===== config.mk =====
export PLATFORM = sky130hd
export DESIGN_NAME = stream_pool2d
export DESIGN_NICKNAME = d
export VERILOG_FILES = /design/src/rtl/stream_pool2d.sv
export SDC_FILE = /design/constraint.sdc
export NUM_CORES = 1
export LEC_CHECK = 0
export ABC_AREA = 1
export ABC_CLOCK_PERIOD_IN_PS = 2900
export CORE_MARGIN = 2
export CORE_UTILIZATION = 45
export DETAILED_ROUTE_END_ITERATION = 7
export HOLD_SLACK_MARGIN = 0.02
export PLACE_DENSITY = 0.71
export SLEW_MARGIN = 20
export SYNTH_ARGS = -nofsm -noshare
export SYNTH_HDL_FRONTEND = slang
export SYNTH_SLANG_ARGS = --single-unit

===== constraint.sdc =====
create_clock -name clk -period 2.9 [get_ports clk]
set_input_delay 0.58 -clock clk [delete_from_list [all_inputs] [get_ports clk]]
set_output_delay 0.58 -clock clk [all_outputs]
set_load 0.02 [all_outputs]

===== src/rtl/stream_pool2d.sv =====
// Streaming 2x2 stride-2 pooling over a raster valid/ready pixel stream.
// Optional POOL_AVG_EN adds pool_mode for averaging instead of max.
module stream_pool2d #(
   parameter int DATA_W = 22,
   parameter int IMG_W  = 8,
   parameter int IMG_H  = 8
) (
   input  logic              clk,
   input  logic              rst_n,
   input  logic              in_valid,
   output logic              in_ready,
   input  logic [DATA_W-1:0] in_data,
   output logic              out_valid,
   input  logic              out_ready,
   output logic [DATA_W-1:0] out_data,
   output logic              frame_done,
`ifdef POOL_AVG_EN
   input  logic              pool_mode,
`endif
   output logic              busy
);

   localparam int CW  = $clog2(IMG_W);
   localparam int RW  = $clog2(IMG_H);
   localparam int NLB = IMG_W / 2;
   localparam int AW  = (NLB > 1) ? $clog2(NLB) : 1;
`ifdef POOL_AVG_EN
   localparam int LB_W = DATA_W + 1;
`else
   localparam int LB_W = DATA_W;
`endif

   logic [CW-1:0]     r_col;
   logic [RW-1:0]     r_row;
   logic [DATA_W-1:0] r_p;
   logic              r_out_valid;
   logic [DATA_W-1:0] r_out_data;
   logic              r_last;
   logic [LB_W-1:0]   r_lb [NLB];

   logic              w_acc;
   logic              w_load;
   logic              w_lb_we;
   logic              w_col_last;
   logic              w_row_last;
   logic              w_first;
   logic [AW-1:0]     w_idx;
   logic [LB_W-1:0]   w_lbv;
   logic [DATA_W-1:0] w_lbm;
   logic [DATA_W-1:0] w_pair_max;
   logic [DATA_W-1:0] w_max;
   logic [LB_W-1:0]   w_lb_wr;
   logic [DATA_W-1:0] w_res;

   assign in_ready   = !r_out_valid || out_ready;
   assign w_acc      = in_valid && in_ready;
   assign w_col_last = (r_col == CW'(IMG_W - 1));
   assign w_row_last = (r_row == RW'(IMG_H - 1));
   assign w_first    = (r_col == '0) && (r_row == '0);
   assign w_load     = w_acc && r_col[0] && r_row[0];
   assign w_lb_we    = w_acc && r_col[0] && !r_row[0];
   assign w_idx      = AW'(r_col >> 1);
   assign w_lbv      = r_lb[w_idx];
   assign w_lbm      = w_lbv[DATA_W-1:0];
   assign w_pair_max = (r_p > in_data) ? r_p : in_data;
   assign w_max      = (w_lbm > w_pair_max) ? w_lbm : w_pair_max;

`ifdef POOL_AVG_EN
   logic              r_mode;
   logic              w_mode;
   logic [DATA_W:0]   w_pair_sum;
   logic [DATA_W+1:0] w_sum4;

   assign w_mode     = w_first ? pool_mode : r_mode;
   assign w_pair_sum = {1'b0, r_p} + {1'b0, in_data};
   assign w_sum4     = {1'b0, w_lbv} + {1'b0, w_pair_sum};
   assign w_lb_wr    = w_mode ? w_pair_sum : {1'b0, w_pair_max};
   assign w_res      = w_mode ? w_sum4[DATA_W+1:2] : w_max;

   // Mode latches on the frame's first pixel and stays for the whole frame.
   always_ff @(posedge clk or negedge rst_n) begin
      if (!rst_n) begin
         r_mode <= 1'b0;
      end else if (w_acc && w_first) begin
         r_mode <= pool_mode;
      end
   end
`else
   assign w_lb_wr = w_pair_max;
   assign w_res   = w_max;
`endif

   always_ff @(posedge clk or negedge rst_n) begin
      if (!rst_n) begin
         r_col       <= '0;
         r_row       <= '0;
         r_p         <= '0;
         r_out_valid <= 1'b0;
         r_out_data  <= '0;
         r_last      <= 1'b0;
      end else begin
         if (w_acc) begin
            if (!r_col[0]) begin
               r_p <= in_data;
            end
            if (w_col_last) begin
               r_col <= '0;
               r_row <= w_row_last ? '0 : r_row + 1'b1;
            end else begin
               r_col <= r_col + 1'b1;
            end
         end
         // A fresh result wins over the handshake that retires the old one.
         if (w_load) begin
            r_out_valid <= 1'b1;
            r_out_data  <= w_res;
            r_last      <= w_row_last && w_col_last;
         end else if (r_out_valid && out_ready) begin
            r_out_valid <= 1'b0;
         end
      end
   end

   always_ff @(posedge clk) begin
      if (w_lb_we) begin
         r_lb[w_idx] <= w_lb_wr;
      end
   end

   assign out_valid  = r_out_valid;
   assign out_data   = r_out_data;
   assign frame_done = r_out_valid && out_ready && r_last;
   assign busy       = (r_col != '0) || (r_row != '0) || r_out_valid;

endmodule


==> metrics.log <==
[metrics] overall power: 15.6 mW
[metrics] maximum clock insertion buffer count: 2
[metrics] kind of path behind the tightest hold check: in2async
[metrics] pin count of the biggest net entering global routing: 45
[metrics] max-slew headroom at the worst pin: 58.9%
[metrics] number of sinks on the clock net: 140
[metrics] RSZ-0062 raised after global routing: yes
[metrics] area added between synthesis and finish: 51.3%
[metrics] share of total power in sequential cells: 20.3%
[metrics] ranking of synthesized cells by area: sky130_fd_sc_hd__edfxtp_1 (35%), sky130_fd_sc_hd__dfrtp_1 (17%), sky130_fd_sc_hd__nand2_1 (14%)
[metrics] vias in the first global route: 7104
[metrics] internal power summed over all cells: 8.87 mW
[metrics] P_leak: 5.70 nW
[metrics] tightest hold margin: 0.0962 ns
[metrics] remaining antenna violation count: 0
[metrics] highest net fanout along the worst path: 8
[metrics] post-layout worst setup margin: -0.723 ns
[metrics] share of the clock period used by the worst path after layout: 125%
[metrics] gate count after technology mapping: 890
[metrics] combined buffer and inverter count along the critical path: 7
[metrics] number of register bits inferred by synthesis: 140
[metrics] number of distinct standard cells referenced by the synthesized netlist: 26
[metrics] DPL Wire Length: 12700 µm
[metrics] family with the most delay on the worst path: simple AND/OR/NAND/NOR gates
[metrics] clock tree from TritonCTS: done
[metrics] switching share of power: 43.1%
[metrics] via count: 7300
[metrics] combinational power share: 64.8%
[metrics] run status: finished with violations
[metrics] Worst Max-Slew Pin Slew: 0.611 ns
[metrics] post-layout min period: 3.62 ns
[metrics] number of H-tree levels: 4
[metrics] Final setup violation count: 42
[metrics] Final Net Count: 1197
[metrics] layout cell share with drive strength beyond 1: 36.3%
[metrics] worst supply voltage drop on vdd: 0.731 mV
[metrics] power density over the cells: 1360 nW/µm²
[metrics] share of flip-flops with an asynchronous set or reset after synthesis: 37.1%
[metrics] violations in the final reports: negative setup slack
[metrics] relative contribution of the clock network to total power: 15.0%
[metrics] diode insertion count for antenna repair: 0
[metrics] Die Footprint: 17900 µm²
[metrics] CORE AREA: 16500 µm²
[metrics] routability-driven placement congestion ratio: 0.838
[metrics] number of primary I/O pins: 52
[metrics] kind of critical path: in2reg
[metrics] type of origin of the critical path: input port
[metrics] Die Y: 134 µm
[metrics] number of CTS-inserted buffers: 17
[metrics] number of cell rows: 47
[metrics] PortBufs: 51
[metrics] Initial Utilization: 45.9%
[metrics] endpoint required time on the critical path: 3.26 ns
[metrics] Main synth FF type: sky130_fd_sc_hd__edfxtp_1
[metrics] arrival time reported for the critical path endpoint: 3.98 ns
[metrics] aggregate global-route resource usage: 26.6%
[metrics] post-synth top area share: 34.8%
[metrics] routed wirelength normalized by instance count: 18.7 µm
[metrics] Congestion Overflow GR: 0
[metrics] Final Cell Area: 11500 µm²
[metrics] final hold violation count: 0
[metrics] achievable clock frequency: 276 MHz
[metrics] net switching power of the design: 6.72 mW
[metrics] sequential share of the synthesized area: 52.0%
[metrics] global-route wire length before repair: 36800 µm
[metrics] library cell occupying the most area in the post-synthesis netlist: sky130_fd_sc_hd__edfxtp_1
[metrics] setup clock skew after layout: 0.0110 ns
[metrics] number of flops mapped to enable cells by yosys: 88
[metrics] Synthesized Nets: 966
[metrics] Starting DRT DRC Count: 914
[metrics] critical path's slowest cell: sky130_fd_sc_hd__ha_4
[metrics] Root Buffer Master: sky130_fd_sc_hd__clkbuf_16
[metrics] setup TNS: -22.13 ns
[metrics] number of antenna violations at the first check in global routing: 0
[metrics] overall die width: 134 µm
[metrics] number of pins with negative max-slew slack in the final report: 0
[metrics] area of the mapped netlist: 7590 µm²
[metrics] largest stage delay on the critical path: 0.32 ns
[metrics] most numerous cell in the Yosys netlist: sky130_fd_sc_hd__nand2_1
[metrics] Most common cell on crit path: sky130_fd_sc_hd__nor2_4
[metrics] number of iterations in the first detailed-routing pass: 6
[metrics] endpoint type of the worst setup path: flip-flop
[metrics] post-synthesis average cell area: 8.52 µm²
[metrics] clock transition at the registers of the reported paths: 0.06 ns
[metrics] number of violations of the max-capacitance limit: 0
[metrics] Post-DP Area: 9460 µm²
[metrics] worst-skew pair later-pin latency: 0.43 ns
[metrics] routed vias/inst: 5.39
[metrics] residual DRC count: 0
[metrics] list of most frequent post-synthesis cells: sky130_fd_sc_hd__nand2_1 (274), sky130_fd_sc_hd__inv_1 (160), sky130_fd_sc_hd__edfxtp_1 (88)
[metrics] Routed WL: 25300 µm
[metrics] count of warnings emitted by yosys: 0
sequential cells by signal, indices dropped and copies added, names as in the netlist:
register   cells
out_valid      1
r_col          3
r_lb          88
r_p           22
r_last         1
r_row          3
out_data      22
path summary, 6_finish.rpt:
kind,startpoint,to,slack (ns),cells past startpoint
hold / removal,rst_n,out_data[5],0.1,1
setup / recovery,in_data[7],out_data[11],-0.72,27
max in group asynchronous,rst_n,r_col[0],2.13,2
min in group clk,in_data[21],r_p[21],0.45,3
hold reg to reg,out_data[4],out_data[4],0.48,2
setup reg to reg,r_p[13],out_data[11],-0.71,25
layout make-up:
cell class | instances | area [µm²]
clock inverters | 14 | 191
flip-flops and latches | 140 | 3940
inverters | 161 | 629
fillers | 1013 | 5050
repair buffers | 240 | 2210
clock buffers | 18 | 429
well taps | 220 | 275
multi-input cells | 561 | 3790
kinds of logic (layout without fill, tap and decap cells):
kind of cell / count (synthesis) / after routing / share of synthesized area (%)
buffers and inverters: 189 / 433 / 10.0
DFF: 140 / 140 / 52.0
muxes: 1 / 1 / 0.148
adders and majority gates: 50 / 50 / 8.25
and+or+nand+nor: 464 / 464 / 26.3
AOI/OAI and AO/OA: 46 / 46 / 3.23
routing by layer:
| layer | track usage (%) | share of wire (%) |
|---|---|---|
| met5 | 0 | 0 |
| met4 | 10.9 | 4.8 |
| met3 | 4.65 | 8.7 |
| met2 | 45.7 | 48 |
| met1 | 33.4 | 38 |
through the flow:
stage,utilization (%),worst slack (ns),std cells
final,69.4,-0.723,1354
after detailed placement,57.2,-1.20,1250
after global routing,69.4,-0.867,1354
after floorplan,-,-0.225,890
after CTS,68.1,-0.394,1349
after global placement,57.2,-1.14,1250
cell usage in the layout, fill, tap and decap left out, types with 5 or more instances in the layout:
cell type,Yosys,final
sky130_fd_sc_hd__a21oi_1,13,9
sky130_fd_sc_hd__buf_12,0,17
sky130_fd_sc_hd__buf_4,6,160
sky130_fd_sc_hd__buf_6,2,8
sky130_fd_sc_hd__clkbuf_16,0,17
sky130_fd_sc_hd__clkdlybuf4s50_1,0,28
sky130_fd_sc_hd__dfrtp_1,52,52
sky130_fd_sc_hd__dlygate4sd2_1,0,11
sky130_fd_sc_hd__edfxtp_1,88,88
sky130_fd_sc_hd__ha_1,50,22
sky130_fd_sc_hd__ha_4,0,28
sky130_fd_sc_hd__inv_1,160,133
sky130_fd_sc_hd__inv_2,1,24
sky130_fd_sc_hd__nand2_1,274,225
sky130_fd_sc_hd__nand2_2,23,44
sky130_fd_sc_hd__nand2_4,1,25
sky130_fd_sc_hd__nand3_1,73,42
sky130_fd_sc_hd__nand3_2,2,29
sky130_fd_sc_hd__nand3_4,1,5
sky130_fd_sc_hd__nor2_1,62,51
sky130_fd_sc_hd__nor2_2,2,7
sky130_fd_sc_hd__nor2_4,2,8
sky130_fd_sc_hd__nor3_1,22,22
sky130_fd_sc_hd__o21ai_0,27,26
what timing repair did:
action / 4_1_cts / 5_1_grt
hold buffers: 0 / 0
setup endpoints to repair: 22 / 42
gates cloned: 5 / 1
gates resized for setup: 152 / 56
pin swaps: 49 / 20
buffers inserted: 62 / 4
power by group through the flow:
| stage | sequential, mW | combinational, mW | clock (mW) |
|---|---|---|---|
| floorplan | 3.29 | 3.72 | 0 |
| global placement | 3.13 | 6.19 | 0 |
| detailed placement | 3.15 | 6.31 | 0 |
| CTS | 3.13 | 8.59 | 2.31 |
| global route | 3.19 | 10.6 | 2.41 |
| finish | 3.16 | 10.1 | 2.33 |
No activity file was read; power rests on OpenSTA's default activity.
